--- src/rtl/alu_cmd_queue_if.sv ---
// alu_cmd_queue_if: command, ALU-side and result handshake signals for alu_cmd_queue.
interface alu_cmd_queue_if #(
  parameter int W = 4,
  parameter int OPW = 3,
  parameter int DEPTH = 4
);
  logic in_valid;
  logic in_ready;
  logic [W-1:0] in_a;
  logic [W-1:0] in_b;
  logic [OPW-1:0] in_op;
  logic [W-1:0] alu_a;
  logic [W-1:0] alu_b;
  logic [OPW-1:0] alu_op;
  logic [W-1:0] alu_y;
  logic out_valid;
  logic out_ready;
  logic [W-1:0] out_y;
  logic [OPW-1:0] out_op;
  logic [$clog2(DEPTH):0] count;
`ifdef ALU_CMD_QUEUE_FLAGS_EN
  logic out_zero;
  logic out_neg;
`endif
  modport slave (
    input in_valid, in_a, in_b, in_op, alu_y, out_ready,
    output in_ready, alu_a, alu_b, alu_op, out_valid, out_y, out_op, count
`ifdef ALU_CMD_QUEUE_FLAGS_EN
    , output out_zero, out_neg
`endif
  );
  modport master (
    output in_valid, in_a, in_b, in_op, alu_y, out_ready,
    input in_ready, alu_a, alu_b, alu_op, out_valid, out_y, out_op, count
`ifdef ALU_CMD_QUEUE_FLAGS_EN
    , input out_zero, out_neg
`endif
  );
endinterface

--- src/rtl/alu_cmd_queue.sv ---
// alu_cmd_queue: FIFO-buffered issue stage for a combinational ALU with a registered result stage.
// Optional ALU_CMD_QUEUE_FLAGS_EN adds registered out_zero/out_neg result flags.
module alu_cmd_queue #(
  parameter int W = 4,
  parameter int OPW = 3,
  parameter int DEPTH = 4
) (
  input logic clk,
  input logic rst,
  alu_cmd_queue_if.slave q
);
  localparam int AW = $clog2(DEPTH);
  logic [W-1:0] mem_a [DEPTH];
  logic [W-1:0] mem_b [DEPTH];
  logic [OPW-1:0] mem_op [DEPTH];
  logic [AW-1:0] wp, rp;
  logic [AW:0] cnt;
  logic push, cap;
  assign q.in_ready = cnt != (AW+1)'(DEPTH);
  assign q.count = cnt;
  assign push = q.in_valid && q.in_ready;
  assign cap = (cnt != '0) && (!q.out_valid || q.out_ready);
  assign q.alu_a = mem_a[rp];
  assign q.alu_b = mem_b[rp];
  assign q.alu_op = mem_op[rp];
  // storage is deliberately left unreset; only pointers and count define validity
  always_ff @(posedge clk)
    if (!rst && push) begin
      mem_a[wp] <= q.in_a;
      mem_b[wp] <= q.in_b;
      mem_op[wp] <= q.in_op;
    end
  always_ff @(posedge clk)
    if (rst) begin
      wp <= '0;
      rp <= '0;
      cnt <= '0;
      q.out_valid <= 1'b0;
      q.out_y <= '0;
      q.out_op <= '0;
`ifdef ALU_CMD_QUEUE_FLAGS_EN
      q.out_zero <= 1'b0;
      q.out_neg <= 1'b0;
`endif
    end else begin
      if (push) wp <= wp + AW'(1);
      if (cap) begin
        rp <= rp + AW'(1);
        q.out_valid <= 1'b1;
        q.out_y <= q.alu_y;
        q.out_op <= q.alu_op;
`ifdef ALU_CMD_QUEUE_FLAGS_EN
        q.out_zero <= q.alu_y == '0;
        q.out_neg <= q.alu_y[W-1];
`endif
      end else if (q.out_ready) q.out_valid <= 1'b0;
      cnt <= cnt + (AW+1)'(push) - (AW+1)'(cap);
    end
endmodule

--- src/flat_wrapper.sv ---
// flat-port wrapper written by rule: the top's interface ports become plain ports
module alu_cmd_queue_flat 
#(
  parameter int W = 4,
  parameter int OPW = 3,
  parameter int DEPTH = 4
)
  (clk, rst, q_in_valid, q_in_a, q_in_b, q_in_op, q_alu_y, q_out_ready, q_in_ready, q_alu_a, q_alu_b, q_alu_op, q_out_valid, q_out_y, q_out_op, q_count);
  alu_cmd_queue_if #(.W(W), .OPW(OPW), .DEPTH(DEPTH)) q_i ();
  input logic clk;
  input logic rst;
  input wire logic [$bits(q_i.in_valid)-1:0] q_in_valid;
  input wire logic [$bits(q_i.in_a)-1:0] q_in_a;
  input wire logic [$bits(q_i.in_b)-1:0] q_in_b;
  input wire logic [$bits(q_i.in_op)-1:0] q_in_op;
  input wire logic [$bits(q_i.alu_y)-1:0] q_alu_y;
  input wire logic [$bits(q_i.out_ready)-1:0] q_out_ready;
  output wire logic [$bits(q_i.in_ready)-1:0] q_in_ready;
  output wire logic [$bits(q_i.alu_a)-1:0] q_alu_a;
  output wire logic [$bits(q_i.alu_b)-1:0] q_alu_b;
  output wire logic [$bits(q_i.alu_op)-1:0] q_alu_op;
  output wire logic [$bits(q_i.out_valid)-1:0] q_out_valid;
  output wire logic [$bits(q_i.out_y)-1:0] q_out_y;
  output wire logic [$bits(q_i.out_op)-1:0] q_out_op;
  output wire logic [$bits(q_i.count)-1:0] q_count;
  assign q_i.in_valid = q_in_valid;
  assign q_i.in_a = q_in_a;
  assign q_i.in_b = q_in_b;
  assign q_i.in_op = q_in_op;
  assign q_i.alu_y = q_alu_y;
  assign q_i.out_ready = q_out_ready;
  assign q_in_ready = q_i.in_ready;
  assign q_alu_a = q_i.alu_a;
  assign q_alu_b = q_i.alu_b;
  assign q_alu_op = q_i.alu_op;
  assign q_out_valid = q_i.out_valid;
  assign q_out_y = q_i.out_y;
  assign q_out_op = q_i.out_op;
  assign q_count = q_i.count;
  alu_cmd_queue #(.W(W), .OPW(OPW), .DEPTH(DEPTH)) u_core (.clk(clk), .rst(rst), .q(q_i));
endmodule
--- config.mk ---
export PLATFORM = sky130hd
export DESIGN_NAME = alu_cmd_queue_flat
export DESIGN_NICKNAME = d
export VERILOG_FILES = /design/src/rtl/alu_cmd_queue_if.sv /design/src/rtl/alu_cmd_queue.sv /design/src/flat_wrapper.sv
export SDC_FILE = /design/constraint.sdc
export NUM_CORES = 1
export LEC_CHECK = 0
export ABC_CLOCK_PERIOD_IN_PS = 4200
export CORE_MARGIN = 2
export CORE_UTILIZATION = 35
export DETAILED_ROUTE_END_ITERATION = 12
export DONT_BUFFER_PORTS = 1
export PLACE_DENSITY_LB_ADDON = 0.3
export REMOVE_ABC_BUFFERS = 1
export SLEW_MARGIN = 10
export SYNTH_ARGS = -nofsm -noshare
export SYNTH_HDL_FRONTEND = slang
export SYNTH_SLANG_ARGS = --single-unit
--- constraint.sdc ---
create_clock -name clk -period 4.2 [get_ports clk]
set_input_delay 0.84 -clock clk [delete_from_list [all_inputs] [get_ports clk]]
set_output_delay 0.84 -clock clk [all_outputs]
set_load 0.02 [all_outputs]
* Word level (Yosys, flattened, before mapping)
Memories as Yosys holds them, arrays and structs flattened. A register that Yosys moved wholly into a read port is not among the register bits. Cells that the tools add are included.
Operators by class: bitwise logic cells 0, reduce and logical (&&, ||, !) cells 8, add/sub/neg operators 4, div/mod/pow operators 0, magnitude comparators 0, equality and inequality tests 1, shift-type cells 0, muxes and demuxes 10, $mul 0
Operators by type and width (count):
- 2-bit two-way mux | 6
- 2-bit by 1-bit adder with 2-bit output, second input constant | 2
- 1-bit two-way mux | 4
- 3-bit by 1-bit adder with 3-bit output | 1
- 1-bit logical AND | 3
- 3-bit inequality test, second input constant | 1
- 3-bit nonzero test | 1
- 3-bit by 1-bit subtractor with 3-bit output | 1
- 1-bit zero test | 2
- 2-bit nonzero test | 1
- 1-bit logical OR | 1
Storage, ports and cells: bits in read-only memories 0, latch bits 0, memories 3, flip-flop bits (word level) 15, word-level logic and storage cells 32, input port bits 19, bits in writable memories 44, output and inout bits 23
Memories:
- u_core.mem_a | depth 4, bits a word 4, read ports 1, clocked after memory_dff 1, wr ports 1, RTL line alu_cmd_queue.sv:13 | logic [W-1:0] mem_a [DEPTH];
- u_core.mem_b | depth 4, bits a word 4, read ports 1, clocked after memory_dff 1, wr ports 1, RTL line alu_cmd_queue.sv:14 | logic [W-1:0] mem_b [DEPTH];
- u_core.mem_op | depth 4, bits a word 3, read ports 1, clocked after memory_dff 1, wr ports 1, RTL line alu_cmd_queue.sv:15 | logic [OPW-1:0] mem_op [DEPTH];

* Depth between registers and ports, before layout
Gate-level depths: netlist (run 1).
depth after elaboration 5, gate-level depth with buffers 11, gate-level depth less buffers 10

* Worst setup path after synthesis (run 1)
No wires, ideal clock.
path type input-to-reg, start in q_out_ready, end reg u_core.cnt[2] (netlist: u_core.q.count[2]), path slack 1599 ps, path buffers 1, arrival time 2523 ps, stages 11, path through nor2b_1 -> clkbuf_1 -> nor2_1 -> ha_1 -> inv_1 -> ha_1 -> inv_1 -> fa_1 -> xor2_1 -> and2_2 -> nor3_1
On the way: cells in the longest elaborated chain, start to end 3
Ends and longest elaborated chain:
- from (decl) | RTL line flat_wrapper.sv:17 | input wire logic [$bits(q_i.out_ready)-1:0] q_out_ready;
- 1-bit logical OR | RTL line alu_cmd_queue.sv:22 | assign cap = (cnt != '0) && (!q.out_valid || q.out_ready);
- 1-bit logical AND | RTL line alu_cmd_queue.sv:22
- via u_core.cap | RTL line alu_cmd_queue.sv:18 | logic push, cap;
- 3-bit by 1-bit subtractor with 3-bit output | RTL line alu_cmd_queue.sv:57 | cnt <= cnt + (AW+1)'(push) - (AW+1)'(cap);
- to (signal assigned) | RTL line alu_cmd_queue.sv:57
- to (decl) | RTL line alu_cmd_queue.sv:17 | logic [AW:0] cnt;
The timed path passes the listed nets, and every way through them passes these cells. A chain may end at the register's enable or synchronous reset.

* Worst setup path after layout (run 1)
start reg u_core.cnt[1] (netlist: u_core.q.count[1]), end reg u_core.cnt[2] (netlist: u_core.q.count[2])
On the way: elaborated cells between the ends (all ways) 6
RTL lines (RTL line):
- 3-bit nonzero test | alu_cmd_queue.sv:22
- 1-bit logical AND | alu_cmd_queue.sv:22
- via u_core.cap | alu_cmd_queue.sv:18
- 3-bit by 1-bit subtractor with 3-bit output | alu_cmd_queue.sv:57
The timed path passes the listed nets, and every way through them passes these cells.

==> flow_summary_export.csv, run 1 <==
group,metric,value,unit
synthesis,synth_warnings,0,
worst_setup_path,required,4.44,ns
hold_path,hold-path-endpoint,"u_core.wp[0]$_SDFFE_PP0N_",
synthesis,ys_seq_area_share,70.01,%
worst_setup_path,endpoint_kind,"flip-flop",
power_and_ir_drop,peakVddDrop,0.0001589,V
finish,syn2layout_area_growth,8.698,%
worst_setup_path,start_kind,"flip-flop",
global_routing,grt_max_degree,19,
global_routing,grt_overflow,0,
cts,h-tree-depth,3,
global_routing,grt_pass1_vias,1293,
placement,dp_slack,1.314,ns
routing,drc,0,
finish,fill_cells,607,
timing,skew,0.005837,ns
timing,finalHoldViolations,0,
worst_setup_path,worstSetupPathType,"flip-flop to flip-flop",
timing,slew_headroom,40.36,%
cts,root_buffer,"clkbuf_8",
worst_setup_path,crit_start,"u_core.q.count[1]$_SDFF_PP0_",
synthesis,syn_area_per_cell,16.04,sq um
power_and_ir_drop,power_density,653.4,mW/mm^2
die,core_area,0.006681,sq mm
worst_setup_path,arrival,3.11,ns
placement,gp_congestion,0.7224,
status,status,"completed",
timing,slew_viol_final,0,
routing,wire_per_inst,17.08,microns
cts,cts_setup_buffers,0,
cts,clkSinkCount,61,
finish,drive_gt1_share,15.38,%
hold_path,min_from,"u_core.wp[0]$_SDFFE_PP0N_",
finish,diodes,0,
die,pin_count,42,
placement,port_buffers,0,
synthesis,synth_area,0.002374,sq mm
timing,worst_slack,1.336,ns
timing,min_period,2.864,ns
die,fp.dieW,86.35,microns
flow_run,drv_cap,0,
synthesis,syn_inst,148,
die,die_h,86.35,microns
synthesis,ys_ff_latch,61,
timing,worst_slew_pin_slew,0.8877,ns
timing,fin_crit_sh,68.19,%
hold_path,hold_class,"flip-flop to flip-flop",
synthesis,synth_cell_types,24,
routing,routed_via_density,5.178,
worst_setup_path,reg2reg_from,"u_core.q.count[1]$_SDFF_PP0_",
routing,firstDrtPassIters,4,
worst_setup_path,rrSetupSlack,1.34,ns
worst_setup_path,reg2regPathDepth,10,
worst_setup_path,crit_fanout,11,
global_routing,antenna_found_initial,0,
finish,nets,177,
cts,cts_made_buffers,9,
placement,hpwl,2785,microns
timing,setup_viol,0,
die,initial_utilization,35.52,%
cts,cts_tree,"built",
cts,clk_pin_slew,0.06,ns
global_routing,grt_pass1_wl,6182,microns
worst_setup_path,r2r_end,"u_core.q.count[2]$_SDFF_PP0_",
power_and_ir_drop,total_leakage_power,0.8459,nW
routing,vias,1222,
cts,holdBufCountCts,0,
timing,setup_tns,0,ns
routing,drt-initial-drc-count,64,
cts,ctsResizeCount,0,
cts,cts_max_path_buffers,2,
die,dieArea,0.007456,sq mm
hold_path,min_path_cells,2,
routing,wl,4031,microns
timing,rsz0062_at_grt,"no",
timing,fmax,349.2,MHz
global_routing,grt_usage,11.32,%
cts,clkLatencyLatePin,0.32,ns
routing,ant_nets,0,
die,rows,30,
==> logic make-up (layout without fill, tap and decap cells) <==
group | Yosys count | in the layout | share of synthesized area (%)
AOI/OAI and AO/OA | 24 | 24 | 5.641
DFF | 61 | 61 | 70.01
buffers and inverters | 16 | 24 | 3.215
adders and majority gates | 7 | 7 | 4.006
xor gates and xnor gates | 1 | 1 | 0.3691
and+or+nand+nor | 28 | 28 | 6.326
muxes | 11 | 11 | 10.44
==> layout by cell type, fill, tap and decap left out <==
master / Yosys / layout
nand2b_1: 1 / 1
nor3b_1: 1 / 1
inv_1: 8 / 8
nor3_1: 3 / 3
nor2b_1: 2 / 2
clkbuf_1: 4 / 5
or3_1: 2 / 2
o21ai_0: 10 / 10
ha_1: 6 / 6
fa_1: 1 / 1
nand3_1: 9 / 9
dfxtp_1: 17 / 17
a311oi_2: 1 / 1
mux4_2: 11 / 11
nor2_1: 5 / 5
a31o_1: 1 / 1
xor2_1: 1 / 1
clkbuf_8: 0 / 9
and2_1: 4 / 4
and2_2: 1 / 1
a21oi_1: 12 / 12
edfxtp_1: 44 / 44
clkinv_2: 0 / 2
==> cell usage after synthesis, drive strengths merged <==
master	count	area (sq um)
buf	4	31.27
a311oi	1	15.01
clkbuf	4	15.01
a31o	1	8.760
o21ai	10	50.05
and2	5	32.53
nor3b	1	7.510
a21oi	12	60.06
nor2	5	18.77
nor3	3	15.01
inv	8	30.03
nand3	9	45.04
xor2	1	8.760
ha	6	75.07
edfxtp	44	1321
or3	2	12.51
dfxtp	17	340.3
nor2b	2	12.51
mux4	11	247.7
nand2b	1	6.260
fa	1	20.02
==> worst max-delay path by stage <==
stage	endpoint	slack [ns]	depth (start not counted)
global placement	u_core.q.count[2]$_SDFF_PP0_	1.45	10
floorplan	u_core.q.count[2]$_SDFF_PP0_	1.56	10
finish	u_core.q.count[2]$_SDFF_PP0_	1.34	10
detailed placement	u_core.q.count[2]$_SDFF_PP0_	1.31	10
global route	u_core.q.count[2]$_SDFF_PP0_	1.02	10
CTS	u_core.q.count[2]$_SDFF_PP0_	1.34	10
==> through the flow <==
step                      instance area [sq um]  util [%]  hold WS, ns  std cells  power (W)
final                                      2580     38.61       0.5237        236   0.001686
after detailed placement                   2427     36.33       0.5142        220   0.001304
after global placement                     2427     36.33       0.4907        220   0.001281
after global routing                       2580     38.61       0.5686        236   0.001782
after CTS                                  2580     38.61       0.5224        236   0.001709
after floorplan                            2327         -       0.4776        140   0.001205
==> flip-flops by register name, indices dropped and copies added, names as in the netlist, 2 cells and up, named ones only <==
| name | cells |
|---|---|
| u_core.mem_a | 16 |
| u_core.q.out_y | 4 |
| u_core.mem_op | 12 |
| u_core.wp | 2 |
| u_core.rp | 2 |
| u_core.q.out_op | 3 |
| u_core.q.count | 3 |
| u_core.mem_b | 16 |
==> cell type report <==
cell class | instances | area [sq um] | area share, %
Sequential cell | 61 | 1662 | 64.40
Multi-Input combinational cell | 71 | 635.6 | 24.64
Clock buffer | 14 | 142.6 | 5.529
Tap cell | 80 | 100.1 | 3.880
Inverter | 8 | 30.03 | 1.164
Clock inverter | 2 | 10.01 | 0.3880
==> routing by layer <==
metal	wire [microns]	up-vias	GRT usage [%]
li1	-	565	-
met2	2206	22	20.21
met4	89	0	7.955
met1	1547	628	11.23
met5	0	-	0
met3	188	7	3.143
==> critical path: stages, from the launching register on <==
cell and delay (ns):
dfxtp_1 0.43, nor3_1 0.78, nor2_1 0.14, ha_1 0.31, inv_1 0.06, ha_1 0.14
inv_1 0.05, fa_1 0.37, xor2_1 0.17, and2_2 0.21, nor3_1 0.12
==> power breakdown <==
part           internal (W)  switching (W)
clock              0.000213       0.000193
combinational      0.000173       0.000240
sequential         0.000728       0.000139
total               0.00111       0.000572
Note: power is estimated with default switching activity, not from simulation.
==> run 2: changes to the inputs <==
ABC_CLOCK_PERIOD_IN_PS = 2300   (was 4200)
clock period = 2.3 ns   (was 4.2 ns; I/O delays follow)
==> run 2 against run 1 <==
  * Clock power increased by 110%
  * Sequential power increased by 70%
  * Final area increased by 3.5%
  * Clock-buffer cell count unchanged
  * Wire length increased by 3.8%
  * First-iteration DRC count unchanged
  * Setup slack got worse by 1.2 ns
  * Sequential share of layout area decreased by 2.2 points
  * Combinational power increased by 130%
  * Flip-flop and latch count unchanged
  * Total power increased by 95%
  * Clock skew about the same
  * Largest power group unchanged
==> flow_summary_export.csv, run 2 (same netlist as run 1, synthesis figures left out) <==
group,metric,value,unit
power_and_ir_drop,power_density,1231,mW/mm^2
timing,rsz0062_at_grt,"no",
placement,post-place-cells,229,
worst_setup_path,critPathCapture,"u_core.q.count[2]$_SDFF_PP0_",
worst_setup_path,arrival,2.36,ns
die,die_h,86.35,microns
die,initial_utilization,35.52,%
timing,slew_viol_final,0,
cts,cts_made_buffers,9,
worst_setup_path,cp_cell_sequence,"nor3_1 -> nor2_1 -> ha_1 -> inv_1 -> ha_1 -> inv_1 -> fa_1 -> xor2_1 -> and2_2 -> nor3_1",
global_routing,grtUsageMet3,3.905,%
worst_setup_path,rrSetupSlack,0.18,ns
worst_setup_path,r2r_end,"u_core.q.count[2]$_SDFF_PP0_",
routing,drt-initial-drc-count,64,
timing,holdWs,0.1998,ns
die,core_area,0.006681,sq mm
die,fp.dieW,86.35,microns
finish,drive_gt1_share,19.39,%
timing,worst_slew_pin_slew,0.6063,ns
placement,port_buffers,0,
finish,stdcell_count,245,
worst_setup_path,start_kind,"flip-flop",
cts,clkSinkCount,61,
worst_setup_path,endpoint_kind,"flip-flop",
cts,cts_setup_buffers,0,
timing,slew_headroom,59.58,%
finish,syn2layout_area_growth,12.55,%
worst_setup_path,reg2reg_from,"u_core.q.count[1]$_SDFF_PP0_",
global_routing,grt_pass1_vias,1299,
routing,vias,1246,
power_and_ir_drop,total_leakage_power,0.9002,nW
worst_setup_path,worstSetupPathType,"flip-flop to flip-flop",
timing,finalHoldViolations,0,
worst_setup_path,crit_fanout,2,
cts,cts_max_path_buffers,2,
timing,fmax,472.6,MHz
power_and_ir_drop,p_sw_share,32.63,%
cts,clkLatencyLatePin,0.32,ns
routing,ant_nets,0,
finish,layout_common_cells,"edfxtp_1 (44), dfxtp_1 (17), a21oi_1 (12), mux4_2 (11), o21ai_0 (10)",
global_routing,grt_usage,11.83,%
timing,skew,0.005401,ns
routing,drc,0,
worst_setup_path,path_buf_inv,2,
global_routing,grt_pass1_wl,6410,microns
cts,root_buffer,"clkbuf_8",
finish,largestRegisters,"u_core.mem_a (16), u_core.mem_b (16), u_core.mem_op (12)",
routing,wire_per_inst,17.08,microns
die,rows,30,
finish,nets,186,
cts,ctsResizeCount,0,
global_routing,antenna_found_initial,0,
worst_setup_path,cpMaxStageDelayCell,"fa_1",
placement,gp_congestion,0.7654,
cts,clk_pin_slew,0.06,ns
placement,placed_area,0.002495,sq mm
worst_setup_path,crit_start,"u_core.q.count[1]$_SDFF_PP0_",
hold_path,hold_class,"input pin to flip-flop",
timing,min_period,2.116,ns
routing,firstDrtPassIters,4,
worst_setup_path,reg2regPathDepth,10,
routing,routed_via_density,5.086,
global_routing,grt_util_met1,12.67,%
power_and_ir_drop,comb_power_share,29.2,%
worst_setup_path,required,2.55,ns
worst_setup_path,path_depth,10,
finish,diodes,0,
timing,fin_crit_sh,92.00,%
die,dieArea,0.007456,sq mm
finish,fin_area,0.002671,sq mm
placement,dp_slack,0.1377,ns
global_routing,grt.met2_usage,19.44,%
cts,cts_tree,"built",
global_routing,grt_overflow,0,
power_and_ir_drop,p_clk_share,26.0,%
cts,h-tree-depth,3,
power_and_ir_drop,power_frac_seq,44.8,%
power_and_ir_drop,p_int,0.002215,W
placement,hpwl,2846,microns
worst_setup_path,critPathTopFamily,"adder cells",
worst_setup_path,critPathMaxStageDelay,0.38,ns
global_routing,grt_busiest_layer,"met2",
die,pin_count,42,
status,status,"completed",
flow_run,drv_cap,0,
timing,worst_slack,0.1841,ns
power_and_ir_drop,peakVddDrop,0.0003322,V
power_and_ir_drop,power_switching,0.001073,W
cts,holdBufCountCts,0,
global_routing,grt_max_degree,19,
finish,final_common_cell,"edfxtp_1",
timing,setup_viol,0,
routing,wl,4185,microns
## run 2: cell types whose count changed in the layout (fill, tap and decap cells not counted), sizes merged
| cell | change |
|---|---|
| buf | +9 |
| bufinv | +1 |
| clkinv | -1 |
## run 2: worst min path at each step
stage / start / end / depth (start not counted)
3_3_place_gp: u_core.wp[0]$_SDFFE_PP0N_ / u_core.wp[0]$_SDFFE_PP0N_ / 2
6_report: rst / u_core.q.out_y[3]$_SDFFE_PP0P_ / 1
3_5_place_dp: u_core.wp[0]$_SDFFE_PP0N_ / u_core.wp[0]$_SDFFE_PP0N_ / 2
4_1_cts: rst / u_core.wp[0]$_SDFFE_PP0N_ / 1
5_1_grt: rst / u_core.q.out_y[0]$_SDFFE_PP0P_ / 1
2_1_floorplan: u_core.wp[0]$_SDFFE_PP0N_ / u_core.wp[0]$_SDFFE_PP0N_ / 2
## run 2: power by group through the flow
stage,logic [W],registers (W),clock network (W)
detailed placement,0.000978,0.00150,0
finish,0.000959,0.00147,0.000856
global placement,0.000925,0.00149,0
floorplan,0.000646,0.00155,0
global route,0.00105,0.00149,0.000916
CTS,0.000980,0.00148,0.000880
## run 2: area by class of cell
cell class	count	area, sq um
Sequential cell	61	1662
Fill cell	617	4010
Timing Repair Buffer	9	67.56
Clock buffer	14	142.6
Inverter	8	30.03
Clock inverter	2	33.78
Tap cell	80	100.1
Multi-Input combinational cell	71	635.6
## run 2: metrics by stage
stage | setup TNS, ns | power [W] | util (%)
floorplan | -0.1823 | 0.002200 | -
global placement | 0 | 0.002412 | 37.34
detailed placement | 0 | 0.002477 | 37.34
CTS | 0 | 0.003336 | 39.98
global route | 0 | 0.003456 | 39.98
finish | 0 | 0.003288 | 39.98
## run 2: routing by layer
| layer | vias to the layer above | share of wire (%) |
|---|---|---|
| li1 | 582 | - |
| met1 | 627 | 38 |
| met2 | 27 | 53 |
| met3 | 10 | 5.6 |
| met4 | 0 | 3.0 |
| met5 | - | 0 |
